--- src/rtl/lcd_frame_scheduler.sv ---
// lcd_frame_scheduler
// Waits for a tearing-effect edge, then writes the column/page window and
// Memory Write commands to an 8080-style ILI9341 bus and streams
// WIDTH x HEIGHT RGB565 pixels (high byte first) from a valid/ready source.
// Every output is registered: the next-cycle bus values are derived from the
// next state and loaded together with it.
module lcd_frame_scheduler #(
  parameter int WIDTH  = 320,
  parameter int HEIGHT = 240
) (
  input  logic        i_clk,
  input  logic        i_reset,
  input  logic        i_enable,
  input  logic        i_lcd_fmark,
  input  logic [15:0] i_pix_data,
  input  logic        i_pix_valid,
  output logic        o_pix_ready,
  output logic [7:0]  o_lcd_data,
  output logic        o_lcd_rs,
  output logic        o_lcd_wr,
  output logic        o_busy,
  output logic        o_frame_done,
  output logic        o_te_miss
);

  localparam logic [15:0] W_LAST_16 = 16'(WIDTH - 1);
  localparam logic [15:0] H_LAST_16 = 16'(HEIGHT - 1);
  localparam logic [8:0]  X_LAST    = 9'(WIDTH - 1);
  localparam logic [8:0]  Y_LAST    = 9'(HEIGHT - 1);
  localparam logic [3:0]  CMD_LAST  = 4'd10;

  typedef enum logic [3:0] {
    ST_IDLE         = 4'd0,
    ST_WAIT_TE      = 4'd1,
    ST_CMD_SETUP    = 4'd2,
    ST_CMD_LATCH    = 4'd3,
    ST_PIX_WAIT     = 4'd4,
    ST_PIX_HI_SETUP = 4'd5,
    ST_PIX_HI_LATCH = 4'd6,
    ST_PIX_LO_SETUP = 4'd7,
    ST_PIX_LO_LATCH = 4'd8
  } state_t;

  // Window/command byte for a given position in the 11-byte command list.
  function automatic logic [7:0] cmd_byte(input logic [3:0] idx);
    logic [7:0] b;
    case (idx)
      4'd0:    b = 8'h2A;
      4'd3:    b = W_LAST_16[15:8];
      4'd4:    b = W_LAST_16[7:0];
      4'd5:    b = 8'h2B;
      4'd8:    b = H_LAST_16[15:8];
      4'd9:    b = H_LAST_16[7:0];
      4'd10:   b = 8'h2C;
      default: b = 8'h00;
    endcase
    return b;
  endfunction

  // Command opcodes go out with rs=0, their parameters with rs=1.
  function automatic logic cmd_rs(input logic [3:0] idx);
    logic r;
    case (idx)
      4'd0, 4'd5, 4'd10: r = 1'b0;
      default:           r = 1'b1;
    endcase
    return r;
  endfunction

  state_t      state_r, state_s;
  logic [3:0]  idx_r, idx_s;
  logic [8:0]  x_r, x_s;
  logic [8:0]  y_r, y_s;
  logic [15:0] pix_r, pix_s;
  logic [7:0]  data_r, data_s;
  logic        rs_r, rs_s;
  logic        wr_r, wr_s;
  logic        ready_r, ready_s;
  logic        busy_r, busy_s;
  logic        done_r, done_s;
  logic        miss_r, miss_s;
  logic        fmark_meta_r, fmark_sync_r, fmark_hist_r;
  logic        te_edge_s;

  assign te_edge_s = fmark_sync_r & ~fmark_hist_r;

  // Synchronise the asynchronous FMARK input and keep one flop of history for edge detection.
  always_ff @(posedge i_clk) begin
    if (i_reset) begin
      fmark_meta_r <= 1'b0;
      fmark_sync_r <= 1'b0;
      fmark_hist_r <= 1'b0;
    end else begin
      fmark_meta_r <= i_lcd_fmark;
      fmark_sync_r <= fmark_meta_r;
      fmark_hist_r <= fmark_sync_r;
    end
  end

  // Next-state, counter and pixel-capture logic.
  always_comb begin
    state_s = state_r;
    idx_s   = idx_r;
    x_s     = x_r;
    y_s     = y_r;
    pix_s   = pix_r;
    done_s  = 1'b0;
    case (state_r)
      ST_IDLE: begin
        if (i_enable) begin
          state_s = ST_WAIT_TE;
        end else begin
          state_s = ST_IDLE;
        end
      end
      ST_WAIT_TE: begin
        if (!i_enable) begin
          state_s = ST_IDLE;
        end else if (te_edge_s) begin
          state_s = ST_CMD_SETUP;
          idx_s   = 4'd0;
        end else begin
          state_s = ST_WAIT_TE;
        end
      end
      ST_CMD_SETUP: begin
        state_s = ST_CMD_LATCH;
      end
      ST_CMD_LATCH: begin
        if (idx_r == CMD_LAST) begin
          state_s = ST_PIX_WAIT;
          x_s     = 9'd0;
          y_s     = 9'd0;
        end else begin
          state_s = ST_CMD_SETUP;
          idx_s   = idx_r + 4'd1;
        end
      end
      ST_PIX_WAIT: begin
        if (i_pix_valid && ready_r) begin
          state_s = ST_PIX_HI_SETUP;
          pix_s   = i_pix_data;
        end else begin
          state_s = ST_PIX_WAIT;
        end
      end
      ST_PIX_HI_SETUP: begin
        state_s = ST_PIX_HI_LATCH;
      end
      ST_PIX_HI_LATCH: begin
        state_s = ST_PIX_LO_SETUP;
      end
      ST_PIX_LO_SETUP: begin
        state_s = ST_PIX_LO_LATCH;
      end
      ST_PIX_LO_LATCH: begin
        if ((x_r == X_LAST) && (y_r == Y_LAST)) begin
          done_s = 1'b1;
          x_s    = 9'd0;
          y_s    = 9'd0;
          if (i_enable) begin
            state_s = ST_WAIT_TE;
          end else begin
            state_s = ST_IDLE;
          end
        end else if (x_r == X_LAST) begin
          x_s     = 9'd0;
          y_s     = y_r + 9'd1;
          state_s = ST_PIX_WAIT;
        end else begin
          x_s     = x_r + 9'd1;
          state_s = ST_PIX_WAIT;
        end
      end
      default: begin
        state_s = ST_IDLE;
      end
    endcase
  end

  // Bus values for the coming cycle; data and rs hold through each LATCH and wait cycle.
  always_comb begin
    data_s  = data_r;
    rs_s    = rs_r;
    wr_s    = 1'b1;
    ready_s = 1'b0;
    busy_s  = 1'b1;
    case (state_s)
      ST_IDLE, ST_WAIT_TE: begin
        busy_s = 1'b0;
      end
      ST_CMD_SETUP: begin
        data_s = cmd_byte(idx_s);
        rs_s   = cmd_rs(idx_s);
        wr_s   = 1'b0;
      end
      ST_PIX_WAIT: begin
        ready_s = 1'b1;
      end
      ST_PIX_HI_SETUP: begin
        data_s = pix_s[15:8];
        rs_s   = 1'b1;
        wr_s   = 1'b0;
      end
      ST_PIX_LO_SETUP: begin
        data_s = pix_s[7:0];
        rs_s   = 1'b1;
        wr_s   = 1'b0;
      end
      default: begin
        wr_s = 1'b1;
      end
    endcase
    miss_s = te_edge_s & busy_r;
  end

  // State, counters and registered outputs.
  always_ff @(posedge i_clk) begin
    if (i_reset) begin
      state_r <= ST_IDLE;
      idx_r   <= 4'd0;
      x_r     <= 9'd0;
      y_r     <= 9'd0;
      pix_r   <= 16'h0000;
      data_r  <= 8'h00;
      rs_r    <= 1'b1;
      wr_r    <= 1'b1;
      ready_r <= 1'b0;
      busy_r  <= 1'b0;
      done_r  <= 1'b0;
      miss_r  <= 1'b0;
    end else begin
      state_r <= state_s;
      idx_r   <= idx_s;
      x_r     <= x_s;
      y_r     <= y_s;
      pix_r   <= pix_s;
      data_r  <= data_s;
      rs_r    <= rs_s;
      wr_r    <= wr_s;
      ready_r <= ready_s;
      busy_r  <= busy_s;
      done_r  <= done_s;
      miss_r  <= miss_s;
    end
  end

  assign o_pix_ready  = ready_r;
  assign o_lcd_data   = data_r;
  assign o_lcd_rs     = rs_r;
  assign o_lcd_wr     = wr_r;
  assign o_busy       = busy_r;
  assign o_frame_done = done_r;
  assign o_te_miss    = miss_r;

endmodule
--- config.mk ---
export PLATFORM = sky130hd
export DESIGN_NAME = lcd_frame_scheduler
export DESIGN_NICKNAME = d
export VERILOG_FILES = /design/src/rtl/lcd_frame_scheduler.sv
export SDC_FILE = /design/constraint.sdc
export NUM_CORES = 1
export LEC_CHECK = 0
export ABC_AREA = 1
export ABC_CLOCK_PERIOD_IN_PS = 1700
export CELL_PAD_IN_SITES_DETAIL_PLACEMENT = 1
export CELL_PAD_IN_SITES_GLOBAL_PLACEMENT = 1
export CORE_ASPECT_RATIO = 1.25
export CORE_MARGIN = 8
export CORE_UTILIZATION = 35
export CTS_CLUSTER_DIAMETER = 120
export DETAILED_ROUTE_END_ITERATION = 12
export PLACE_DENSITY = 0.84
export SLEW_MARGIN = 20
export SYNTH_ARGS = -nofsm -noshare
export SYNTH_HDL_FRONTEND = slang
export SYNTH_SLANG_ARGS = --single-unit
export TNS_END_PERCENT = 100
--- constraint.sdc ---
create_clock -name i_clk -period 1.7 [get_ports i_clk]
set_clock_uncertainty 0.1 [all_clocks]
set_input_delay 0.34 -clock i_clk [delete_from_list [all_inputs] [get_ports i_clk]]
set_output_delay 0.34 -clock i_clk [all_outputs]
set_load 0.005 [all_outputs]
==> results of run 1 <==
## cell families (layout without fill, tap and decap cells)
logic type | count (synthesis) | count (layout) | synth area share
flip-flops | 51 | 51 | 0.3961
AO/OA/AOI/OAI | 59 | 59 | 0.1301
XOR/XNOR | 3 | 3 | 0.01020
AND/OR/NAND/NOR | 183 | 183 | 0.3374
multiplexers | 6 | 6 | 0.02330
adder cells (fa/ha/maj) | 4 | 4 | 0.01942
buffers and inverters | 54 | 203 | 0.08349
## worst min path at each step
stage	startpoint	endpoint	slack, ns	cells after the start
final	fmark_meta_r$_SDFF_PP0_	fmark_sync_r$_SDFF_PP0_	0.37	2
after floorplan	fmark_meta_r$_SDFF_PP0_	fmark_sync_r$_SDFF_PP0_	0.29	2
after global placement	fmark_meta_r$_SDFF_PP0_	fmark_sync_r$_SDFF_PP0_	0.29	2
after global routing	fmark_meta_r$_SDFF_PP0_	fmark_sync_r$_SDFF_PP0_	0.38	2
after detailed placement	fmark_meta_r$_SDFF_PP0_	fmark_sync_r$_SDFF_PP0_	0.31	2
after CTS	fmark_meta_r$_SDFF_PP0_	fmark_sync_r$_SDFF_PP0_	0.32	2
## worst reg2reg max path, cell delays in order (launching register included)
cell      delay, ns
dfxtp_4        0.39
nor2_4         0.19
nand2_2        0.09
clkinv_2       0.07
nand2_4        0.09
a21oi_4        0.27
buf_6          0.17
nand2_4        0.07
buf_4          0.15
nor2_4         0.10
o21ai_1        0.09
a21oi_1        0.27
## timing repair
| item | in CTS | in global routing |
|---|---|---|
| gates resized for setup | 92 | 69 |
| setup buffers | 19 | 17 |
| pin swaps | 24 | 44 |
| setup endpoints to repair | 29 | 35 |
| hold endpoints to repair | 0 | 0 |
## per-layer routing
layer	track usage	up-vias	wire (um)
met3	0.04845	79	908
met2	0.4369	160	7996
li1	-	1463	-
met5	0	-	0
met4	0.1627	0	976
met1	0.2459	1695	5525
## sequential cells by signal (all words and copies together), names as in the netlist, 4 cells and up
name,count
idx_r,4
o_lcd_data,8
pix_r,8
state_r,4
x_r,9
y_r,9
## final cells by class
cell class / count / area (sq um)
clock buffer: 7 / 76.32
sequential: 51 / 1049
multi-input combinational: 255 / 1846
clock inverter: 1 / 5.005
inverter: 46 / 193.9
tap: 92 / 115.1
timing repair buffer: 149 / 1249
fill: 856 / 2736
## through the flow
step / cell area [sq um] / utilization / setup TNS, ns
2_1_floorplan: 2604 / - / -0.06549
3_3_place_gp: 3633 / 0.4998 / -4.867
3_5_place_dp: 3633 / 0.4998 / -7.606
4_1_cts: 4156 / 0.5718 / -1.440
5_1_grt: 4533 / 0.6236 / -8.812
6_report: 4533 / 0.6236 / -7.282
## cell usage after synthesis (all sizes together)
cell    number  area share
o21a         1      0.0029
a21oi       25       0.053
inv         45       0.067
clkinv       1      0.0019
nand4        8       0.019
xnor2        1      0.0034
and3         1      0.0024
a221oi       1      0.0034
nor3        12       0.028
or3          1      0.0024
a211oi       3      0.0087
o21ai       26       0.052
nand2       83        0.13
a32oi        1      0.0034
o211ai       1      0.0029
nand3       18       0.040
buf          4      0.0092
o211a        1      0.0039
xor2         2      0.0068
or2          2      0.0049
clkbuf       4      0.0058
dfxtp       51        0.40
mux2i        6       0.023
nor2        58        0.11
ha           4       0.019
## where the power goes
part,internal (mW),switching [mW]
Combinational,0.0999,0.106
Sequential,1.20,0.00827
Clock,0.292,0.482
Total,1.59,0.596
==> reports/metrics.yaml, run 1 <==
antenna_cells: 0
grt_pass1_wl_um: 19580
ctsHoldBuffers: 0
final_cell_mix: "buf_4 (105), nand2_1 (47), dfxtp_1 (37)"
vias_per_cell: 5.652
synth_cell_types: 39
min_path_type: "flip-flop to flip-flop"
numCtsBuffers: 5
violations: "negative setup slack"
synth_nets: 385
die_y_um: 111.9
slowest_delay_ns: 0.39
ys_seq_area_frac: 0.3961
wire_per_inst_um: 25.64
first_global_vias: 3565
setup_violations: 36
htree_levels: 2
ant_nets: 0
pre_cts_ws_ns: -0.5969
crit_start: "state_r[3]$_SDFF_PP0_"
drv_cap: 0
die_area_sq_um: 10380
fp-row-count: 35
place_congestion: 0.8226
vdd_ir_drop_max_uv: 366.2
antenna_found_initial: 0
instances_no_fill: 601
initial_core_util: 0.3546
postLayoutSetupSlackWorst_ns: -0.4342
cp_slowest_cell: "dfxtp_4"
path_cells: "nor2_4 > nand2_2 > clkinv_2 > nand2_4 > a21oi_4 > buf_6 > nand2_4 > buf_4 > nor2_4 > o21ai_1 > a21oi_1"
start_kind: "flip-flop"
syn_inst: 360
cellPowerDensity_nw_per_um2: 481.8
crit_required_ns: 1.83
cts.sinks: 51
final.period_utilization: 1.255
finalHoldViolations: 0
status: "finished with violations"
timing.max_slew.rel_slack: 0.7576
tritoncts: "yes"
hpwl_um: 6937
synthToLayoutAreaGrowth_pct: 75.87
clock_path_buffers: 2
ios: 35
cp_top_family: "compound AO/OA/AOI/OAI gates"
dp.cells: 558
core_area_sq_um: 7269
crit_buf_inv: 3
crit_fanout: 5
drt-initial-drc-count: 305
rr_worst_depth: 11
endpoint_kind: "flip-flop"
period_minus_slack_ns: 2.134
synth_seq_cells: 51
grt_max_degree: 15
fin_nets: 533
reg2reg_to: "o_lcd_data[4]$_SDFFE_PP0P_"
tightestPinTransition_ns: 0.3598
r2r-start: "state_r[3]$_SDFF_PP0_"
holdWs_ns: 0.3707
drv_slew: 0
insertion_delay_ns: 0.33
dr_total_vias: 3397
worstPathArrival_ns: 2.27
synth.avg_cell_area_sq_um: 7.160
p_total_mw: 2.184
critPathKind: "flip-flop to flip-flop"
drc: 0
fp.dieW_um: 92.76
endpoint: "o_lcd_data[4]$_SDFFE_PP0P_"
overflow: 0
mostFrequentLayoutCell: "buf_4"
rrSetupSlack_ns: -0.43
max_freq_ghz: 0.4686
ys_warn_count: 0
drive_above_1_share: 0.5088
clk_pin_slew_worst_paths_ns: 0.11
worst-path-stages: 11
syn_area_sq_um: 2577
p_leak_nw: 1.920
cts-root-buf: "clkbuf_8"
first_pass_iters: 5
rsz0062_at_grt: "yes"
wl_um: 15410
io_buffers: 34
grt_util_all_layers: 0.2433
Note: power is estimated with default switching activity, not from simulation.
==> inputs of run 2 (changes only) <==
- GPL_TIMING_DRIVEN: not set -> 0
==> run 2 against run 1 <==
Net effect: the flow still finishes with violations (negative setup slack); via count decreased by 19%; power increased by 4.3%; register-to-register slack improved by 0.24 ns; die area unchanged; worst setup slack improved by 0.24 ns; critical path depth increased by 3; sequential cell count unchanged; fmax increased by 12%; highest routed layer unchanged.
==> reports/metrics.yaml, run 2 (synthesized netlist as in run 1, its figures left out) <==
tritoncts: "yes"
r2r-start: "x_r[1]$_SDFFE_PP0P_"
drv_cap: 0
mostFrequentLayoutCell: "nand2_1"
max_freq_ghz: 0.5271
postLayoutSetupSlackWorst_ns: -0.1972
vdd_ir_drop_max_uv: 326.5
endpoint_kind: "flip-flop"
vias_per_cell: 5.265
violations: "negative setup slack"
die_y_um: 111.9
place_congestion: 0.7847
numCtsBuffers: 5
p_leak_nw: 1.563
synthToLayoutAreaGrowth_pct: 48.40
worstPathArrival_ns: 2.03
htree_levels: 2
final.period_utilization: 1.116
reg2reg_to: "o_lcd_data[0]$_SDFFE_PP0P_"
rsz0062_at_grt: "yes"
met3_usage: 0.02826
hpwl_um: 5687
finalSetupTns_ns: -2.366
fp.dieW_um: 92.76
crit_required_ns: 1.83
min_to: "fmark_sync_r$_SDFF_PP0_"
grt_use_met1: 0.1674
cts-root-buf: "clkbuf_8"
finalHoldViolations: 0
p_total_mw: 2.277
final_cell_mix: "nand2_1 (54), dfxtp_1 (43), nor2_1 (40)"
slowest_delay_ns: 0.37
cts.sinks: 51
drive_above_1_share: 0.3495
cellPowerDensity_nw_per_um2: 595.4
status: "finished with violations"
holdCritStartpoint: "fmark_meta_r$_SDFF_PP0_"
antenna_found_initial: 0
period_minus_slack_ns: 1.897
first_global_vias: 2812
path_cells: "ha_4 > nand2_4 > nor2_4 > nand2_4 > nor2_4 > nand3_2 > nand3_2 > nand2_2 > nand2_4 > nand2_4 > nand2_1 > nand3_1 > nand2_1 > inv_1"
crit_top_cell: "nand2_4"
initial_core_util: 0.3546
grt_max_degree: 16
ctsHoldBuffers: 0
overflow: 0
critPathKind: "flip-flop to flip-flop"
first_pass_iters: 4
drt-initial-drc-count: 67
dr_total_vias: 2759
drv_slew: 0
grt_pass1_wl_um: 13790
clk_pin_slew_worst_paths_ns: 0.10
rr_worst_depth: 14
gr-usage-met2: 0.3203
timing.max_slew.rel_slack: 0.6076
start_kind: "flip-flop"
wire_per_inst_um: 19.02
wl_um: 9967
fp-row-count: 35
top_regs: "x_r (9), y_r (9)"
drc: 0
clock_path_buffers: 2
min_path_type: "flip-flop to flip-flop"
ios: 35
whs_path_depth: 2
grt_util_all_layers: 0.1658
cp_slowest_cell: "dfxtp_2"
holdWs_ns: 0.3105
tightestPinTransition_ns: 0.5886
io_buffers: 33
die_area_sq_um: 10380
setup_violations: 22
antenna_cells: 0
crit_fanout: 7
fin_nets: 456
insertion_delay_ns: 0.32
core_area_sq_um: 7269
rrSetupSlack_ns: -0.20
grt_busiest_layer: "met2"
ant_nets: 0
## run 2: changes by cell type in the layout (fill, tap and decap cells not counted), moves of 4 or more
| cell | delta |
|---|---|
| nor2_4 | -5 |
| inv_1 | +4 |
| nand2_1 | +7 |
| inv_2 | -5 |
| dfxtp_2 | -9 |
| dfxtp_1 | +6 |
| nor2_1 | +10 |
| nand2_4 | -6 |
| buf_4 | -80 |
| nor2_2 | -5 |
## run 2: how the worst max path moves through the flow
stage	from	to	slack [ns]
after global routing	state_r[3]$_SDFF_PP0_	o_lcd_data[0]$_SDFFE_PP0P_	-0.32
final	x_r[1]$_SDFFE_PP0P_	o_lcd_data[0]$_SDFFE_PP0P_	-0.20
after floorplan	x_r[1]$_SDFFE_PP0P_	y_r[8]$_SDFFE_PP0P_	-0.03
after global placement	i_enable	o_lcd_data[3]$_SDFFE_PP0P_	-0.47
after CTS	idx_r[0]$_SDFF_PP0_	o_lcd_data[3]$_SDFFE_PP0P_	-0.14
after detailed placement	i_enable	o_lcd_data[5]$_SDFFE_PP0P_	-0.53
## run 2: per-stage QoR
step                setup slack, ns  instances  cell area [sq um]    util
floorplan                  -0.03425        360               2604       -
global placement            -0.4675        485               3049  0.4194
detailed placement          -0.5288        485               3049  0.4194
CTS                         -0.1378        510               3521  0.4843
global route                -0.3237        524               3825  0.5262
finish                      -0.1972        524               3825  0.5262
## run 2: layout make-up
cell class | count | area (sq um)
Tap cell | 92 | 115.1
Inverter | 46 | 196.4
Sequential cell | 51 | 1049
Buffer | 8 | 45.04
Timing Repair Buffer | 64 | 600.6
Multi-Input combinational cell | 255 | 1702
Fill cell | 892 | 3445
Clock buffer | 6 | 82.58
Clock inverter | 2 | 35.03
## run 2: repair_timing
item                       in CTS  in global routing
resized for setup              70                 57
pin swaps                      22                 21
setup buffers                  17                 15
cloned                          0                  1
setup endpoints to repair      27                 26
## run 2: where the power goes
group	leakage [nW]	switching, mW	internal [mW]
clock	0.0612	0.440	0.477
combinational	1.08	0.0826	0.0748
sequential	0.418	0.00890	1.19
## run 2: routing by layer
layer	routed length (um)	up-vias
li1	-	1304
met1	3728	1380
met2	5648	49
met4	353	0
met3	236	26
met5	0	-
## run 2: critical path: cells and delay by family, from the launching register on
| family | cells | cell delay, ns |
|---|---|---|
| buf+inv | 1 | 0.04 |
| flops | 1 | 0.37 |
| fa+ha+maj | 1 | 0.16 |
| simple gates | 12 | 1.14 |
==> inputs of run 3 (changes only) <==
- ABC_CLOCK_PERIOD_IN_PS: 1700 -> not set
==> results of run 3 <==
Same layout as run 2: the final DEF is identical, and so are final timing and power.
==> RTL edit (flow settings as in run 3) <==
The parameter `WIDTH` goes from 320 to 256.
--- a/src/rtl/lcd_frame_scheduler.sv
+++ b/src/rtl/lcd_frame_scheduler.sv
@@ -5,7 +5,7 @@
 // Every output is registered: the next-cycle bus values are derived from the
 // next state and loaded together with it.
 module lcd_frame_scheduler #(
-  parameter int WIDTH  = 320,
+  parameter int WIDTH  = 256,
   parameter int HEIGHT = 240
 ) (
   input  logic        i_clk,
Function: changed (a bounded check fails within 10 cycles, from zero or initial values and one cycle with i_reset high).
==> RTL edit against run 3 <==
The flow still finishes with violations (negative setup slack). Worst hold slack about the same. Global-route usage decreased by 1.3 points. Critical path depth decreased by 1. Combinational power increased by 6%. Power decreased by 9.3%. Setup slack got worse by 0.069 ns. Routed wire length decreased by 2.5%. Sequential cell count unchanged. Final area increased by 2.2%. Synthesized area decreased by 0.78%. Critical endpoint is now o_lcd_data[4]$_SDFFE_PP0P_.
==> RTL edit: results (changes against run 3) <==
<table>
<tr><th>Metric</th><th>Value</th></tr>
<tr><th colspan="2">Layout</th></tr>
<tr><td>Multi-input gate count</td><td>268 (+5.1%)</td></tr>
<tr><td>Area used by multi-input combinational logic</td><td>0.00176 mm² (+3.2%)</td></tr>
<tr><td>Flip-flop and latch share of the layout cell area</td><td>27.0% (-0.44 points)</td></tr>
<tr><td>Number of nets in the final layout</td><td>481 (+5.5%)</td></tr>
<tr><td>Non-clock buffers</td><td>86 (+19%)</td></tr>
<tr><th colspan="2">Route</th></tr>
<tr><td>DRC violation total after the first TritonRoute iteration</td><td>81 (+21%)</td></tr>
<tr><td>Routed length per placed instance</td><td>17.8 µm (-6.6%)</td></tr>
<tr><th colspan="2">Yosys</th></tr>
<tr><td>Number of distinct library cell variants in the gate-level netlist after synthesis</td><td>36 (-7.7%)</td></tr>
<tr><td>Net count after synthesis</td><td>396 (+2.9%)</td></tr>
<tr><td>Top cells by count, synth</td><td>108 x sky130_fd_sc_hd__nand2_1, 51 x sky130_fd_sc_hd__dfxtp_1, 46 x sky130_fd_sc_hd__nor2_1</td></tr>
<tr><td>Ranking of synthesized cells by area</td><td>sky130_fd_sc_hd__dfxtp_1 40%, sky130_fd_sc_hd__nand2_1 16%, sky130_fd_sc_hd__nor2_1 6.8%, sky130_fd_sc_hd__inv_1 5.3%, sky130_fd_sc_hd__a21oi_1 4.5%</td></tr>
<tr><td>XOR/XNOR share of the synthesized area</td><td>1.37% (+0.35 points)</td></tr>
<tr><td>Post-synthesis compound-gate area fraction</td><td>12.3% (-0.73 points)</td></tr>
<tr><td>Share of synthesized cell area in full adder, half adder and majority cells</td><td>1.96% (+0.015 points)</td></tr>
<tr><th colspan="2">Pwr</th></tr>
<tr><td>Peak ir drop on the vdd network</td><td>0.000343 V (+5.1%)</td></tr>
<tr><td>Leakage power figure</td><td>1.68 nW (+7.5%)</td></tr>
<tr><th colspan="2">Global routing</th></tr>
<tr><td>Maximum number of pins on one net before global-route repair</td><td>14 (-2)</td></tr>
<tr><td>Overall track demand over capacity in global routing</td><td>15.3% (-1.3 points)</td></tr>
<tr><td>Met2 Usage GRT</td><td>29.9% (-2.1 points)</td></tr>
<tr><td>Global-route wire length before repair</td><td>12.9 mm (-6.3%)</td></tr>
<tr><th colspan="2">Place</th></tr>
<tr><td>Routability Congestion</td><td>0.790 (+0.64%)</td></tr>
<tr><th colspan="2">STA</th></tr>
<tr><td>Endpoints failing setup</td><td>25 (+14%)</td></tr>
<tr><td>Final setup margin</td><td>-0.266 ns (-0.0692 ns)</td></tr>
<tr><td>Summed negative setup slack over all endpoints</td><td>-3.70 ns (-1.33 ns)</td></tr>
<tr><th colspan="2">Outcome</th></tr>
<tr><td>Outcome</td><td>finished with violations</td></tr>
<tr><td>Violations in the final reports</td><td>negative setup slack</td></tr>
<tr><th colspan="2">Critical path</th></tr>
<tr><td>Peak fanout along the critical path</td><td>8 (+1)</td></tr>
<tr><td>Data arrival time of the critical path</td><td>2.08 ns (+0.05 ns)</td></tr>
</table>
==> RTL edit: changes by cell type in the layout (fill, tap and decap cells not counted), sizes merged, moves of 2 or more <==
cell / before / now
nand2: 83 / 114
buf: 35 / 48
o21ai: 26 / 19
nand4: 8 / 3
nor2: 58 / 54
mux2i: 6 / 3
nand3: 18 / 21
a211oi: 3 / 1
a31oi: 0 / 2
clkinv: 3 / 1
nor3: 12 / 10
o21bai: 0 / 2
or2: 2 / 0
==> RTL edit: repair_timing <==
action | CTS | global route
setup endpoints to repair | 32 | 33
pin swaps | 16 | 40
buffers inserted | 17 | 28
gates resized for setup | 44 | 94
==> RTL edit: stage by stage <==
stage | total power, mW | instance area, µm² | utilization (%) | setup WS (ns)
floorplan | 1.29 | 2580 | - | -0.0479
global placement | 1.36 | 3030 | 41.9 | -0.561
detailed placement | 1.36 | 3030 | 41.9 | -0.581
CTS | 2.04 | 3370 | 46.6 | -0.224
global route | 2.14 | 3910 | 54.1 | -0.386
finish | 2.07 | 3910 | 54.1 | -0.266
==> RTL edit: worst max-delay path: stages (launching register included) <==
cell	delay (ns)
sky130_fd_sc_hd__dfxtp_2	0.37
sky130_fd_sc_hd__ha_4	0.15
sky130_fd_sc_hd__nand2_4	0.06
sky130_fd_sc_hd__nor2_4	0.13
sky130_fd_sc_hd__nand2_2	0.09
sky130_fd_sc_hd__nor2_4	0.16
sky130_fd_sc_hd__nand3_2	0.12
sky130_fd_sc_hd__nand2_2	0.10
sky130_fd_sc_hd__nand2_4	0.07
sky130_fd_sc_hd__nand2_4	0.10
sky130_fd_sc_hd__nand2_8	0.08
sky130_fd_sc_hd__nand2_1	0.08
sky130_fd_sc_hd__nand2_1	0.08
sky130_fd_sc_hd__o21a_1	0.18
